File: src/rtl/gpio_ctrl_pkg.sv
// gpio_ctrl shared definitions.
// Register map, pin cfg codes and address helper.
package gpio_ctrl_pkg;

  localparam logic [7:0] ADDR_CTRL     = 8'h00;
  localparam logic [7:0] ADDR_STATUS   = 8'h01;
  localparam logic [7:0] ADDR_CFG0     = 8'h02;
  localparam logic [7:0] ADDR_PRESCALE = 8'h08;
  localparam logic [7:0] ADDR_PWM0     = 8'h10;

  localparam int NUM_PWM = 8;

  localparam logic [3:0] CFG_INPUT      = 4'd0;
  localparam logic [3:0] CFG_TOTEM      = 4'd1;
  localparam logic [3:0] CFG_OPEN_DRAIN = 4'd2;
  localparam logic [3:0] CFG_WIRED_OR   = 4'd3;
  localparam logic [3:0] CFG_DBG        = 4'd7;
  localparam logic [3:0] CFG_PWM0       = 4'd8;

  // Eight cfg nibbles per CFG word.
  function automatic logic [7:0] cfg_addr(input int p);
    return ADDR_CFG0 + 8'(p / 8);
  endfunction

endpackage

File: src/rtl/gpio_pwm_chan.sv
// One PWM channel: shadow/active period and duty,
// tick-driven counter and registered output.
module gpio_pwm_chan #(
  parameter int PWM_W = 8
) (
  input  logic             clk,
  input  logic             reset,
  input  logic             tick_i,
  input  logic             wr_i,
  input  logic             en_i,
  input  logic [PWM_W-1:0] per_i,
  input  logic [PWM_W-1:0] duty_i,
  output logic [31:0]      rdata_o,
  output logic             pwm_o
);

  logic             en_q, en_d;
  logic [PWM_W-1:0] sh_per_q, sh_per_d;
  logic [PWM_W-1:0] sh_duty_q, sh_duty_d;
  logic [PWM_W-1:0] act_per_q, act_per_d;
  logic [PWM_W-1:0] act_duty_q, act_duty_d;
  logic [PWM_W-1:0] cnt_q, cnt_d;
  logic             out_q, out_d;

  always_comb begin
    en_d       = en_q;
    sh_per_d   = sh_per_q;
    sh_duty_d  = sh_duty_q;
    act_per_d  = act_per_q;
    act_duty_d = act_duty_q;
    cnt_d      = cnt_q;
    if (wr_i) begin
      en_d      = en_i;
      sh_per_d  = per_i;
      sh_duty_d = duty_i;
    end
    // Idle or just-enabled channels follow the shadow directly.
    if (!en_d || !en_q) begin
      cnt_d      = '0;
      act_per_d  = sh_per_d;
      act_duty_d = sh_duty_d;
    end else if (tick_i) begin
      if (cnt_q == act_per_q) begin
        cnt_d      = '0;
        act_per_d  = sh_per_d;
        act_duty_d = sh_duty_d;
      end else begin
        cnt_d = cnt_q + 1'b1;
      end
    end
    out_d = en_d && (cnt_d < act_duty_d);
  end

  always_ff @(posedge clk) begin
    if (reset) begin
      en_q       <= 1'b0;
      sh_per_q   <= '0;
      sh_duty_q  <= '0;
      act_per_q  <= '0;
      act_duty_q <= '0;
      cnt_q      <= '0;
      out_q      <= 1'b0;
    end else begin
      en_q       <= en_d;
      sh_per_q   <= sh_per_d;
      sh_duty_q  <= sh_duty_d;
      act_per_q  <= act_per_d;
      act_duty_q <= act_duty_d;
      cnt_q      <= cnt_d;
      out_q      <= out_d;
    end
  end

  always_comb begin
    rdata_o              = '0;
    rdata_o[31]          = en_q;
    rdata_o[16+:PWM_W]   = sh_per_q;
    rdata_o[PWM_W-1:0]   = sh_duty_q;
  end

  assign pwm_o = out_q;

endmodule

File: src/rtl/gpio_ctrl.sv
// GPIO bank register controller: pin ctrl/cfg,
// synchronised status and eight shared PWM channels.
module gpio_ctrl
  import gpio_ctrl_pkg::*;
#(
  parameter int NUM_PINS = 16,
  parameter int PWM_W    = 8
) (
  input  logic                  clk,
  input  logic                  reset,
  input  logic                  lb_wr,
  input  logic                  lb_rd,
  input  logic [7:0]            lb_addr,
  input  logic [31:0]           lb_wr_d,
  output logic [31:0]           lb_rd_d,
  output logic                  lb_rd_rdy,
  output logic [NUM_PINS-1:0]   pin_ctrl,
  output logic [4*NUM_PINS-1:0] pin_cfg,
  input  logic [NUM_PINS-1:0]   pin_status,
  output logic [7:0]            pwm_pin
);

  logic [NUM_PINS-1:0]   ctrl_q, ctrl_d;
  logic [4*NUM_PINS-1:0] cfg_q, cfg_d;
  logic [NUM_PINS-1:0]   sync1_q, sync2_q;
  logic [15:0]           pre_p_q, pre_p_d;
  logic [15:0]           pre_cnt_q, pre_cnt_d;
  logic [31:0]           rd_q, rd_d;
  logic                  rdy_q;
  logic                  wr_ctrl, wr_pre, pwm_hit, tick;
  logic [NUM_PWM-1:0]    wr_pwm;
  logic [31:0]           pwm_rdata [NUM_PWM];

  assign wr_ctrl = lb_wr && (lb_addr == ADDR_CTRL);
  assign wr_pre  = lb_wr && (lb_addr == ADDR_PRESCALE);
  assign pwm_hit = lb_addr[7:3] == ADDR_PWM0[7:3];

  // A PRESCALE write reloads the counter and suppresses that tick.
  assign tick = !wr_pre && (pre_cnt_q == '0);

  always_comb begin
    ctrl_d    = ctrl_q;
    cfg_d     = cfg_q;
    pre_p_d   = pre_p_q;
    pre_cnt_d = pre_cnt_q - 1'b1;
    if (wr_ctrl) ctrl_d = lb_wr_d[NUM_PINS-1:0];
    for (int p = 0; p < NUM_PINS; p++) begin
      if (lb_wr && (lb_addr == cfg_addr(p)))
        cfg_d[4*p+:4] = lb_wr_d[4*(p%8)+:4];
    end
    if (wr_pre) begin
      pre_p_d   = lb_wr_d[15:0];
      pre_cnt_d = lb_wr_d[15:0];
    end else if (tick) begin
      pre_cnt_d = pre_p_q;
    end
  end

  always_comb begin
    rd_d = '0;
    unique case (1'b1)
      lb_addr == ADDR_CTRL:     rd_d[NUM_PINS-1:0] = ctrl_q;
      lb_addr == ADDR_STATUS:   rd_d[NUM_PINS-1:0] = sync2_q;
      lb_addr == ADDR_PRESCALE: rd_d[15:0] = pre_p_q;
      pwm_hit:                  rd_d = pwm_rdata[lb_addr[2:0]];
      default: begin
        for (int p = 0; p < NUM_PINS; p++) begin
          if (lb_addr == cfg_addr(p))
            rd_d[4*(p%8)+:4] = cfg_q[4*p+:4];
        end
      end
    endcase
    if (!lb_rd) rd_d = '0;
  end

  always_ff @(posedge clk) begin
    if (reset) begin
      ctrl_q    <= '0;
      cfg_q     <= '0;
      sync1_q   <= '0;
      sync2_q   <= '0;
      pre_p_q   <= '0;
      pre_cnt_q <= '0;
      rd_q      <= '0;
      rdy_q     <= 1'b0;
    end else begin
      ctrl_q    <= ctrl_d;
      cfg_q     <= cfg_d;
      sync1_q   <= pin_status;
      sync2_q   <= sync1_q;
      pre_p_q   <= pre_p_d;
      pre_cnt_q <= pre_cnt_d;
      rd_q      <= rd_d;
      rdy_q     <= lb_rd;
    end
  end

  for (genvar c = 0; c < NUM_PWM; c++) begin : g_ch
    assign wr_pwm[c] = lb_wr && pwm_hit && (lb_addr[2:0] == 3'(c));
    gpio_pwm_chan #(.PWM_W(PWM_W)) u_ch (
      .clk     (clk),
      .reset   (reset),
      .tick_i  (tick),
      .wr_i    (wr_pwm[c]),
      .en_i    (lb_wr_d[31]),
      .per_i   (lb_wr_d[16+:PWM_W]),
      .duty_i  (lb_wr_d[PWM_W-1:0]),
      .rdata_o (pwm_rdata[c]),
      .pwm_o   (pwm_pin[c])
    );
  end

  assign pin_ctrl  = ctrl_q;
  assign pin_cfg   = cfg_q;
  assign lb_rd_d   = rd_q;
  assign lb_rd_rdy = rdy_q;

endmodule

File: config.mk
export PLATFORM = sky130hd
export DESIGN_NAME = gpio_ctrl
export DESIGN_NICKNAME = d
export VERILOG_FILES = /design/src/rtl/gpio_ctrl_pkg.sv /design/src/rtl/gpio_pwm_chan.sv /design/src/rtl/gpio_ctrl.sv
export SDC_FILE = /design/constraint.sdc
export NUM_CORES = 1
export LEC_CHECK = 0
export ABC_CLOCK_PERIOD_IN_PS = 7400
export BUFFER_PORTS_ARGS = -buffer_cell sky130_fd_sc_hd__buf_2
export CORE_UTILIZATION = 65
export DETAILED_ROUTE_END_ITERATION = 12
export GPL_TIMING_DRIVEN = 0
export MAX_ROUTING_LAYER = met4
export PLACE_DENSITY = 0.91
export SYNTH_ARGS = -nofsm -noshare
export SYNTH_HDL_FRONTEND = slang
export SYNTH_SLANG_ARGS = --single-unit
File: constraint.sdc
create_clock -name clk -period 7.4 [get_ports clk]
set_input_delay 0.37 -clock clk [delete_from_list [all_inputs] [get_ports clk]]
set_output_delay 0.37 -clock clk [all_outputs]
set_load 0.05 [all_outputs]
==> impl_metrics.ini <==
[outcome]
outcome = complete, but fails checks
violations = DRC, hold timing

[die]
fp.dieH_microns = 189
num_rows = 68
initial_core_util_pct = 66.0
die_width_microns = 189
core-area_sq_um = 34500
fp.dieArea_sq_um = 35700
io_pins = 181

[yosys]
syn_area_per_cell_sq_um = 9.40
async_flop_share_pct = 0
yosys.cell_types.count = 59
netlist.area_leader.share_pct = 45.2
sequential_area_share_after_synthesis_pct = 45.2
syn_nets = 2545
synth_edf_count = 0
syn_inst = 2419
synth_top_flop_cell = sky130_fd_sc_hd__dfxtp_1
post_synth_instance_area_sq_um = 22700
synth_seq_cells = 513
ys.warnings.count = 0
post-synth-top-area-cell = sky130_fd_sc_hd__dfxtp_1
post_synth_main_area_contributors = sky130_fd_sc_hd__dfxtp_1 45%, sky130_fd_sc_hd__mux2i_1 6.9%, sky130_fd_sc_hd__nor2_1 5.1%, sky130_fd_sc_hd__nand2_1 4.2%, sky130_fd_sc_hd__mux2_2 3.9%

[job]
max_cap_violations = 0

[global_route]
grt_pass1_wl_microns = 115000
grtUsageTotal_pct = 43.7
number_of_antenna_violations_at_the_first_check_in_global_routing = 4
first_global_vias = 19900
grt-ovfl-total = 0
largest_net_degree_at_the_start_of_global_routing = 16

[sta]
final_max_slew_viol_count = 0
worst-slew-pin-transition_ns = 1.23
post-route-min-period_ns = 6.10
fin_hold_ws_ns = -0.000254
final-setup-viol-count = 0
rsz_0062_raised_after_global_routing = no
maxSlewHeadroom_pct = 17.9
tns_ns = 0
finalCritPeriodShare_pct = 82.4
finalHoldViolations = 1
clock_skew_ns = 0.0209
timing.fmax_mhz = 164

[power]
peak_supply_drop_mv = 0.201
power.density_cell_area_nw_per_um2 = 237
leakagePower_nw = 10.8

[drt]
detailedRoute.firstIterationViolations = 2820
wl_met3_microns = 9860
vias_per_cell = 6.57
wirelength_met1_microns = 27100
drtAntennaViolNets = 0
detail_route.first_pass.iterations = 11
route.vias.total = 20600
wl_per_cell_microns = 24.5
remaining_drc_errors = 1
route.top_layer_used = met4
met2RoutedLength_microns = 33100
route.final.wire_length_microns = 76900

[setup_path]
regToRegSetupSlack_ns = 1.30
endpoint = g_ch[6].u_ch.pwm_o
worst_r2r_startpoint = pre_cnt_q[0]
worstReg2RegEnd = g_ch[6].u_ch.pwm_o
critical_path.max_fanout = 10
setup.worst_path.class = register to register
timing.critical_path.required_ns = 7.91
slowest_cp_cell = sky130_fd_sc_hd__nor4_2
timing.critical_path.slowest_cell_delay_ns = 0.97
critPathLaunch = pre_cnt_q[0]
critPathCaptureType = register
critical_path.cell_chain = inv_1 > ha_1 > or4b_1 > nor4_2 > nand2_1 > clkbuf_1 > clkbuf_1 > nor2_1 > xnor2_1 > nor2_1 > ha_1 > a21oi_1 > a21oi_1 > a221oi_1 > o311a_1
worst_setup_path_start_kind = register
number_of_cells_on_the_worst_reg_to_reg_path = 15
worstPathArrival_ns = 6.61

[worst_hold_path]
path_type_of_the_worst_min_delay_path = input pin to register

[cts]
htree_levels = 2
tritoncts = built
cts_buf_count = 50
insertion_delay_ns = 0.59
clkSlewWorstSetupHoldPaths_ns = 0.07
clock_tree.root_cell = sky130_fd_sc_hd__clkbuf_16
cts_sinks = 513
clock_path_buffers = 3
cts_setup_buffers = 0

[placed_design]
detailed_place.area_sq_um = 24100
gp_congestion = 1.04
dp_hpwl_microns = 55100
port-buffer-count = 167

[final_layout]
nets = 2766
final_design_area_no_fill_sq_um = 25800
filler_cell_count = 2266
drive_above_1_share_pct = 15.8
areaGrowthSynthToFinish_pct = 13.7
[metal layers]
metal / up-vias / track usage (%)
li1: 8858 / -
met1: 9607 / 50.3
met2: 1649 / 65.3
met3: 476 / 11.8
met4: 0 / 32.5
met5: - / -
[power by group]
part	total (mW)	switching (mW)	internal, mW	leakage [nW]
Combinational	0.661	0.462	0.199	5.85
Clock	2.62	1.12	1.50	0.813
Sequential	2.84	0.0364	2.80	4.14
Total	6.12	1.62	4.50	10.8
[through the flow]
step / worst slack (ns) / cells / power [mW] / util, % / hold slack, ns
after floorplan: 3.63 / 2419 / 3.28 / - / 0.414
after global placement: 1.88 / 3041 / 3.50 / 70.1 / 0.419
after detailed placement: 1.84 / 3041 / 3.51 / 70.1 / 0.426
after CTS: 1.94 / 3129 / 6.07 / 75.0 / 0.000405
after global routing: 1.63 / 3133 / 6.23 / 75.0 / 0.0161
final: 1.30 / 3133 / 6.12 / 75.0 / -0.000254
[synth_stat cells, drive strengths merged, types with 24 or more instances]
master  instances
clkbuf        139
xor2           70
ha             66
a21oi         142
nor3           51
nor4           24
nand2         255
nor2          312
mux2i         157
mux4           34
nor2b         131
nand3          41
buf            46
dfxtp         513
xnor2          52
nand4          31
a211oi         71
mux2           78
[worst min path at each step]
stage,startpoint,end,slack [ns],cells after the start
after floorplan,sync1_q[0],sync2_q[0],0.41,1
after global placement,sync1_q[13],sync2_q[13],0.42,1
after detailed placement,sync1_q[12],sync2_q[12],0.43,1
after CTS,pin_status[1],sync1_q[1],0.0004,2
after global routing,pin_status[6],sync1_q[6],0.02,2
final,pin_status[1],sync1_q[1],-0.0003,2
[cells in the final DEF (no fill, tap or decap), types with 16 or more instances in the layout]
master / Yosys / routed
sky130_fd_sc_hd__clkbuf_16: 0 / 51
sky130_fd_sc_hd__nor3_1: 47 / 47
sky130_fd_sc_hd__o21ai_0: 17 / 17
sky130_fd_sc_hd__dfxtp_1: 513 / 513
sky130_fd_sc_hd__xor2_1: 70 / 70
sky130_fd_sc_hd__a22oi_1: 16 / 16
sky130_fd_sc_hd__mux2i_1: 157 / 157
sky130_fd_sc_hd__xnor2_1: 52 / 52
sky130_fd_sc_hd__buf_2: 26 / 193
sky130_fd_sc_hd__nand3_1: 41 / 41
sky130_fd_sc_hd__nand4_1: 31 / 31
sky130_fd_sc_hd__mux4_2: 34 / 34
sky130_fd_sc_hd__a211oi_1: 71 / 71
sky130_fd_sc_hd__ha_1: 66 / 66
sky130_fd_sc_hd__clkbuf_1: 139 / 146
sky130_fd_sc_hd__a221oi_1: 20 / 20
sky130_fd_sc_hd__nor4_1: 21 / 21
sky130_fd_sc_hd__nand2_1: 255 / 255
sky130_fd_sc_hd__mux2_2: 78 / 78
sky130_fd_sc_hd__nor2_1: 310 / 310
sky130_fd_sc_hd__a21oi_1: 141 / 141
sky130_fd_sc_hd__nor2b_1: 131 / 131
[area by class of cell]
cell class,instances,area (sq um),share of cell area [%]
multi-input cells,1706,11600,44.9
diodes,4,10.0,0.0387
plain buffers,185,795,3.08
inverters,15,56.3,0.218
flip-flops and latches,513,10300,39.7
clock buffers,68,1440,5.57
clock inverters,18,229,0.886
repair buffers,169,856,3.31
well taps,455,569,2.20
[what timing repair did]
item	in CTS	in global routing
gates resized for setup	0	0
hold endpoints to repair	2	0
hold buffers	2	0
[cells by family after synthesis]
logic type | count (synthesis) | synth area share, %
AND/OR/NAND/NOR | 907 | 18.7
flip-flops | 513 | 45.2
AO/OA/AOI/OAI | 342 | 9.86
multiplexers | 269 | 14.1
buffers and inverters | 200 | 3.74
XOR/XNOR | 122 | 4.70
adder cells (fa/ha/maj) | 66 | 3.63
[critical path, delay by kind of cell, from the launching register on]
kind / cells / cell delay, ns
and+or+nand+nor: 5 / 2.51
DFF: 1 / 0.34
adders and majority gates: 2 / 0.46
buffers and inverters: 3 / 1.39
xor gates and xnor gates: 1 / 0.20
AOI/OAI and AO/OA: 4 / 1.10
[state kept, by name, summed over array words and instances, names as in the netlist, 16 cells and up]
register,count
g_ch.u_ch.act_duty_q,64
g_ch.u_ch.act_per_q,64
g_ch.u_ch.cnt_q,64
g_ch.u_ch.sh_duty_q,64
g_ch.u_ch.sh_per_q,64
pin_cfg,64
lb_rd_d,32
pin_ctrl,16
pre_cnt_q,16
pre_p_q,16
sync1_q,16
sync2_q,16
Power figures use the tool's default switching activity.
